--- src/rtl/alu_wb_stage_pkg.sv ---
// Shared constants and helpers for the ALU writeback/commit stage.
package alu_wb_stage_pkg;

  // CR source select
  localparam logic [1:0] CR_SEL_ADD  = 2'd0;
  localparam logic [1:0] CR_SEL_CMP  = 2'd1;
  localparam logic [1:0] CR_SEL_CMPL = 2'd2;
  localparam logic [1:0] CR_SEL_NONE = 2'd3;

  // XER bit indices inside the 3-bit {SO, OV, CA} vector
  localparam int XER_SO = 2;
  localparam int XER_OV = 1;
  localparam int XER_CA = 0;

  // Bit positions inside a 4-bit CR field
  localparam int CRF_LT = 3;
  localparam int CRF_GT = 2;
  localparam int CRF_EQ = 1;
  localparam int CRF_SO = 0;

  // Field 0 is the most significant nibble, so field bf has its LSB at 28 - 4*bf.
  function automatic logic [4:0] cr_field_lsb(input logic [2:0] bf);
    return 5'd28 - {bf, 2'b00};
  endfunction

endpackage

--- src/rtl/alu_wb_stage_cr_field_gen.sv ---
// Builds a 4-bit CR field {LT, GT, EQ, SO} from the selected ALU flag pair.
// Also used by the compare-immediate path, so it has no state of its own.
module cr_field_gen
  import alu_wb_stage_pkg::*;
(
  input  logic [1:0] cr_sel,
  input  logic [1:0] add_cr,
  input  logic [1:0] cmp_cr,
  input  logic [1:0] cmpl_cr,
  input  logic       so_in,
  output logic       field_valid,
  output logic [3:0] field
);

  logic [1:0] pair;

  // Select the flag pair, then expand {a, b} into LT/GT/EQ with GT = neither.
  always_comb begin
    pair        = 2'b00;
    field_valid = 1'b1;
    unique case (cr_sel)
      CR_SEL_ADD:  pair = add_cr;
      CR_SEL_CMP:  pair = cmp_cr;
      CR_SEL_CMPL: pair = cmpl_cr;
      default:     field_valid = 1'b0;
    endcase
    field         = 4'b0000;
    field[CRF_LT] = pair[1];
    field[CRF_GT] = ~pair[1] & ~pair[0];
    field[CRF_EQ] = pair[0];
    field[CRF_SO] = so_in;
  end

endmodule

--- src/rtl/alu_wb_stage.sv ---
// Writeback/commit stage after the ALU: one-entry GPR writeback register with
// valid/ready handshake, architectural XER[SO,OV,CA] and CR ownership.
module alu_wb_stage
  import alu_wb_stage_pkg::*;
#(
  parameter int XLEN  = 32,
  parameter int RADDR = 5
) (
  input  logic             clk,
  input  logic             reset_n,
  input  logic             in_valid,
  output logic             in_ready,
  input  logic [RADDR-1:0] in_rt,
  input  logic             in_wr_rt,
  input  logic             in_rc,
  input  logic [1:0]       in_cr_sel,
  input  logic [2:0]       in_bf,
  input  logic             in_oe,
  input  logic             in_set_ca,
  input  logic [XLEN-1:0]  in_result,
  input  logic [1:0]       in_add_cr,
  input  logic [1:0]       in_cmp_cr,
  input  logic [1:0]       in_cmpl_cr,
  input  logic             in_ca,
  input  logic             in_ov,
  input  logic             flush,
  input  logic             xer_wr_en,
  input  logic [2:0]       xer_wr_data,
  output logic             out_valid,
  input  logic             out_ready,
  output logic [RADDR-1:0] out_rt,
  output logic [XLEN-1:0]  out_data,
  output logic [2:0]       xer,
  output logic             xer_ca,
  output logic [31:0]      cr
);

  logic             accept;
  logic [2:0]       xer_op;
  logic [2:0]       xer_next;
  logic             so_for_cr;
  logic             crf_valid;
  logic [3:0]       crf;
  logic [4:0]       crf_lsb;
  logic [31:0]      cr_next;
  logic             out_valid_next;
  logic [RADDR-1:0] out_rt_next;
  logic [XLEN-1:0]  out_data_next;

  // An mtxer write takes the cycle, so op-driven XER updates never collide with it.
  assign in_ready = reset_n & (~out_valid | out_ready) & ~xer_wr_en;
  assign accept   = in_valid & in_ready & ~flush;
  assign xer_ca   = xer[XER_CA];

  // XER value an accepted op would produce; SO is sticky on overflow.
  always_comb begin
    xer_op = xer;
    if (in_set_ca) xer_op[XER_CA] = in_ca;
    if (in_oe) begin
      xer_op[XER_OV] = in_ov;
      xer_op[XER_SO] = xer[XER_SO] | in_ov;
    end
  end

  // Adds record the post-update SO; compares record the SO already in XER.
  assign so_for_cr = (in_cr_sel == CR_SEL_ADD) ? xer_op[XER_SO] : xer[XER_SO];

  cr_field_gen u_cr_field_gen (
    .cr_sel      (in_cr_sel),
    .add_cr      (in_add_cr),
    .cmp_cr      (in_cmp_cr),
    .cmpl_cr     (in_cmpl_cr),
    .so_in       (so_for_cr),
    .field_valid (crf_valid),
    .field       (crf)
  );

  assign crf_lsb = cr_field_lsb(in_bf);

  // Next XER: explicit mtxer wins (flush does not block it), else accepted op.
  always_comb begin
    xer_next = xer;
    if (xer_wr_en)   xer_next = xer_wr_data;
    else if (accept) xer_next = xer_op;
  end

  // Next CR: replace only the addressed field, and only for record forms.
  always_comb begin
    cr_next = cr;
    if (accept && in_rc && crf_valid)
      cr_next = (cr & ~(32'hF << crf_lsb)) | ({28'd0, crf} << crf_lsb);
  end

  // Next writeback register: flush kills, accept loads, drain clears valid.
  always_comb begin
    out_valid_next = out_valid;
    out_rt_next    = out_rt;
    out_data_next  = out_data;
    if (flush) begin
      out_valid_next = 1'b0;
    end else if (accept && in_wr_rt) begin
      out_valid_next = 1'b1;
      out_rt_next    = in_rt;
      out_data_next  = in_result;
    end else if (out_ready) begin
      out_valid_next = 1'b0;
    end
  end

  // State registers with synchronous active-low reset.
  always_ff @(posedge clk) begin
    if (!reset_n) begin
      out_valid <= 1'b0;
      out_rt    <= '0;
      out_data  <= '0;
      xer       <= 3'b000;
      cr        <= 32'd0;
    end else begin
      out_valid <= out_valid_next;
      out_rt    <= out_rt_next;
      out_data  <= out_data_next;
      xer       <= xer_next;
      cr        <= cr_next;
    end
  end

endmodule

--- config.mk ---
export PLATFORM = sky130hd
export DESIGN_NAME = alu_wb_stage
export DESIGN_NICKNAME = d
export VERILOG_FILES = /design/src/rtl/alu_wb_stage_pkg.sv /design/src/rtl/alu_wb_stage_cr_field_gen.sv /design/src/rtl/alu_wb_stage.sv
export SDC_FILE = /design/constraint.sdc
export NUM_CORES = 1
export LEC_CHECK = 0
export CELL_PAD_IN_SITES_DETAIL_PLACEMENT = 0
export CELL_PAD_IN_SITES_GLOBAL_PLACEMENT = 1
export CORE_MARGIN = 2
export CORE_UTILIZATION = 31
export DETAILED_ROUTE_END_ITERATION = 12
export GPL_ROUTABILITY_DRIVEN = 0
export GPL_TIMING_DRIVEN = 0
export PLACE_DENSITY_LB_ADDON = 0.12
export SLEW_MARGIN = 20
export SYNTH_ARGS = -nofsm -noshare
export SYNTH_HDL_FRONTEND = slang
export SYNTH_SLANG_ARGS = --single-unit
--- constraint.sdc ---
create_clock -name clk -period 2.15 [get_ports clk]
set_input_delay 0.43 -clock clk [delete_from_list [all_inputs] [get_ports clk]]
set_output_delay 0.43 -clock clk [all_outputs]
set_load 0.01 [all_outputs]
==> reports/metrics.yaml <==
worstHoldStart: "cr[1]"
path_class: "primary input to register"
ys_ff_latch: 73
pwr-share-seq_pct: 47.9
relSlewSlack_pct: 53.6
die-width_um: 101
detail-route-antenna-nets: 0
period_share_pct: 91.8
comb_power_share_pct: 9.3
syn-num-nets: 388
drcViolationCount: 0
vias: 2655
p_int_w: 0.00222
grt_first_pass_wirelength_mm: 12.8
grt_antenna_before_repair: 0
crit_end: "out_data[27]"
worstSetupStartpoint: "xer_wr_en"
cts_num_sinks: 73
leakage_nw: 1.66
cap_violations: 0
p_clk_share_pct: 42.8
worstMarginPinSlew_ns: 0.691
drtIter0Drc: 53
cts_resized: 2
fp.coreArea_mm2: 0.00915
post_cts_buffers: 0
slew_violations: 0
drt_first_pass_iters: 4
clk_pin_slew_ns: 0.08
drive_gt1_share_pct: 5.88
r2r-end: "out_data[27]"
die_h_um: 101
hold_class: "register to register"
synth_top_area_share_pct: 50.4
clockRootBuffer: "clkbuf_8"
cp-start-kind: "primary input"
wirelength_mm: 8.09
r2r_slack_ns: 0.49
grt_pass1_vias: 2595
start_util_pct: 31.7
cp_max_fo: 10
netlist.top_cell.by_area: "dfxtp_1"
synth_cell_types: 29
synth.area.top_cells: "dfxtp_1, nand2_1, mux2i_1, a21boi_0, clkbuf_1"
routedWlPerCell_um: 13.8
status: "complete, no violations"
rsz0062_at_grt: "false"
rr_startpoint: "out_valid"
powerDensity_mw_per_mm2: 621
worstPathArrival_ns: 2.23
crit_path_end_kind: "register"
io_buffers: 135
antenna_cells: 0
crit_required_ns: 2.41
cts_tree: "yes"
cts_made_buffers: 9
clk_latency_ns: 0.34
fin_tns_setup_ns: 0
ff2ff_path_depth: 5
io-pin-count: 138
fin_nets: 534
fin_util_pct: 50.4
hold_viol: 0
seq_area_frac_synth_pct: 50.4
fmax_ghz: 0.507
layout_min_cycle_time_ns: 1.97
yosysWarningCount: 0
cts_buffer_depth: 2
swShare_pct: 22.6
syn_area_mm2: 0.00290
dp_hpwl_mm: 5.98
via_per_inst: 4.52
syn_to_final_growth_pct: 59.1
holdPathStages: 2
switching_power_w: 0.000647
syn_inst: 325
vdd_ir_drop_max_uv: 268
hold_buffers: 0
syn_avg_cell_area_um2: 8.93
die-area_mm2: 0.0101
grt_overflow: 0
grt_max_degree: 14
grt.total_usage_pct: 16.3
finClkSkew_ns: 0.0114
setup_viol: 0
rows: 35
cts_htree_levels: 3
power by group through the flow:
stage	combinational, W	clock [W]	sequential [W]
floorplan	0.0000856	0	0.00141
global placement	0.000271	0	0.00140
detailed placement	0.000271	0	0.00140
CTS	0.000272	0.00127	0.00137
global route	0.000290	0.00134	0.00137
finish	0.000268	0.00123	0.00137
area by class of cell:
class / instances / area, um2
Clock buffer: 11 / 141
Inverter: 1 / 3.75
Multi-Input combinational cell: 229 / 1340
Tap cell: 111 / 139
Fill cell: 941 / 4540
Buffer: 22 / 96.3
Timing Repair Buffer: 135 / 1350
Sequential cell: 73 / 1460
Clock inverter: 5 / 85.1
per-stage QoR:
stage	hold slack, ns	setup WS (ns)	cells	power, W	area [um2]
2_1_floorplan	0.479	0.573	325	0.00150	2900
3_3_place_gp	0.445	-0.250	571	0.00167	4390
3_5_place_dp	0.445	-0.261	571	0.00168	4390
4_1_cts	0.466	0.176	587	0.00292	4620
5_1_grt	0.472	0.00230	587	0.00300	4620
6_report	0.459	0.176	587	0.00287	4620
state kept, by name (all words and copies together), names as in the netlist:
| register | cells |
|---|---|
| cr | 32 |
| out_data | 32 |
| xer | 3 |
| out_rt | 5 |
| out_valid | 1 |
cell usage after synthesis, drive strengths merged:
library cell,count
nand2b,2
mux2i,35
nand3,1
nand3b,4
or3b,2
dfxtp,73
a21oi,4
a21boi,37
inv,1
and4,1
nand2,112
nand4,4
or3,2
nor2b,3
and3b,1
and2b,1
nor3b,3
buf,8
clkbuf,14
o21ai,6
a31oi,1
nor4b,1
nor2,6
nor3,3
cells by family (layout without fill, tap and decap cells):
group	after synthesis	after routing	share of synthesized area, %
buffers and inverters	23	174	3.45
AO/OA/AOI/OAI	48	48	11.5
flip-flops	73	73	50.4
AND/OR/NAND/NOR	146	146	22.6
multiplexers	35	35	12.1
metal layers:
layer / track usage, % / routed length, um
met1: 21.0 / 3810
met2: 25.3 / 3520
met3: 5.20 / 641
met4: 6.64 / 121
met5: 0 / 0
worst min-delay path by stage:
stage / to / slack, ns
after CTS: cr[9] / 0.47
after global placement: cr[28] / 0.44
after global routing: cr[29] / 0.47
after detailed placement: cr[9] / 0.45
final: cr[1] / 0.46
after floorplan: cr[0] / 0.48
critical path, cell delays in order:
cell and delay, ns:
clkdlybuf4s50_1 0.53, and2b_4 0.23, nand4_1 0.35, clkbuf_1 0.41, nand2_1 0.09, a21boi_0 0.20
placed cells by master, fill, tap and decap left out, types with 2 or more instances in the layout:
master / instances
a21boi_0: 37
a21oi_1: 4
buf_2: 7
bufinv_16: 2
clkbuf_1: 14
clkbuf_8: 10
clkdlybuf4s50_1: 133
dfxtp_1: 73
dlygate4sd2_1: 2
inv_6: 2
mux2i_1: 35
nand2_1: 112
nand2b_1: 2
nand3b_1: 4
nand4_1: 2
nand4_2: 2
nor2_1: 6
nor2b_1: 3
nor3_1: 3
nor3b_1: 2
o21ai_0: 5
or3_1: 2
or3b_1: 2
(Power assumes the default switching activity.)
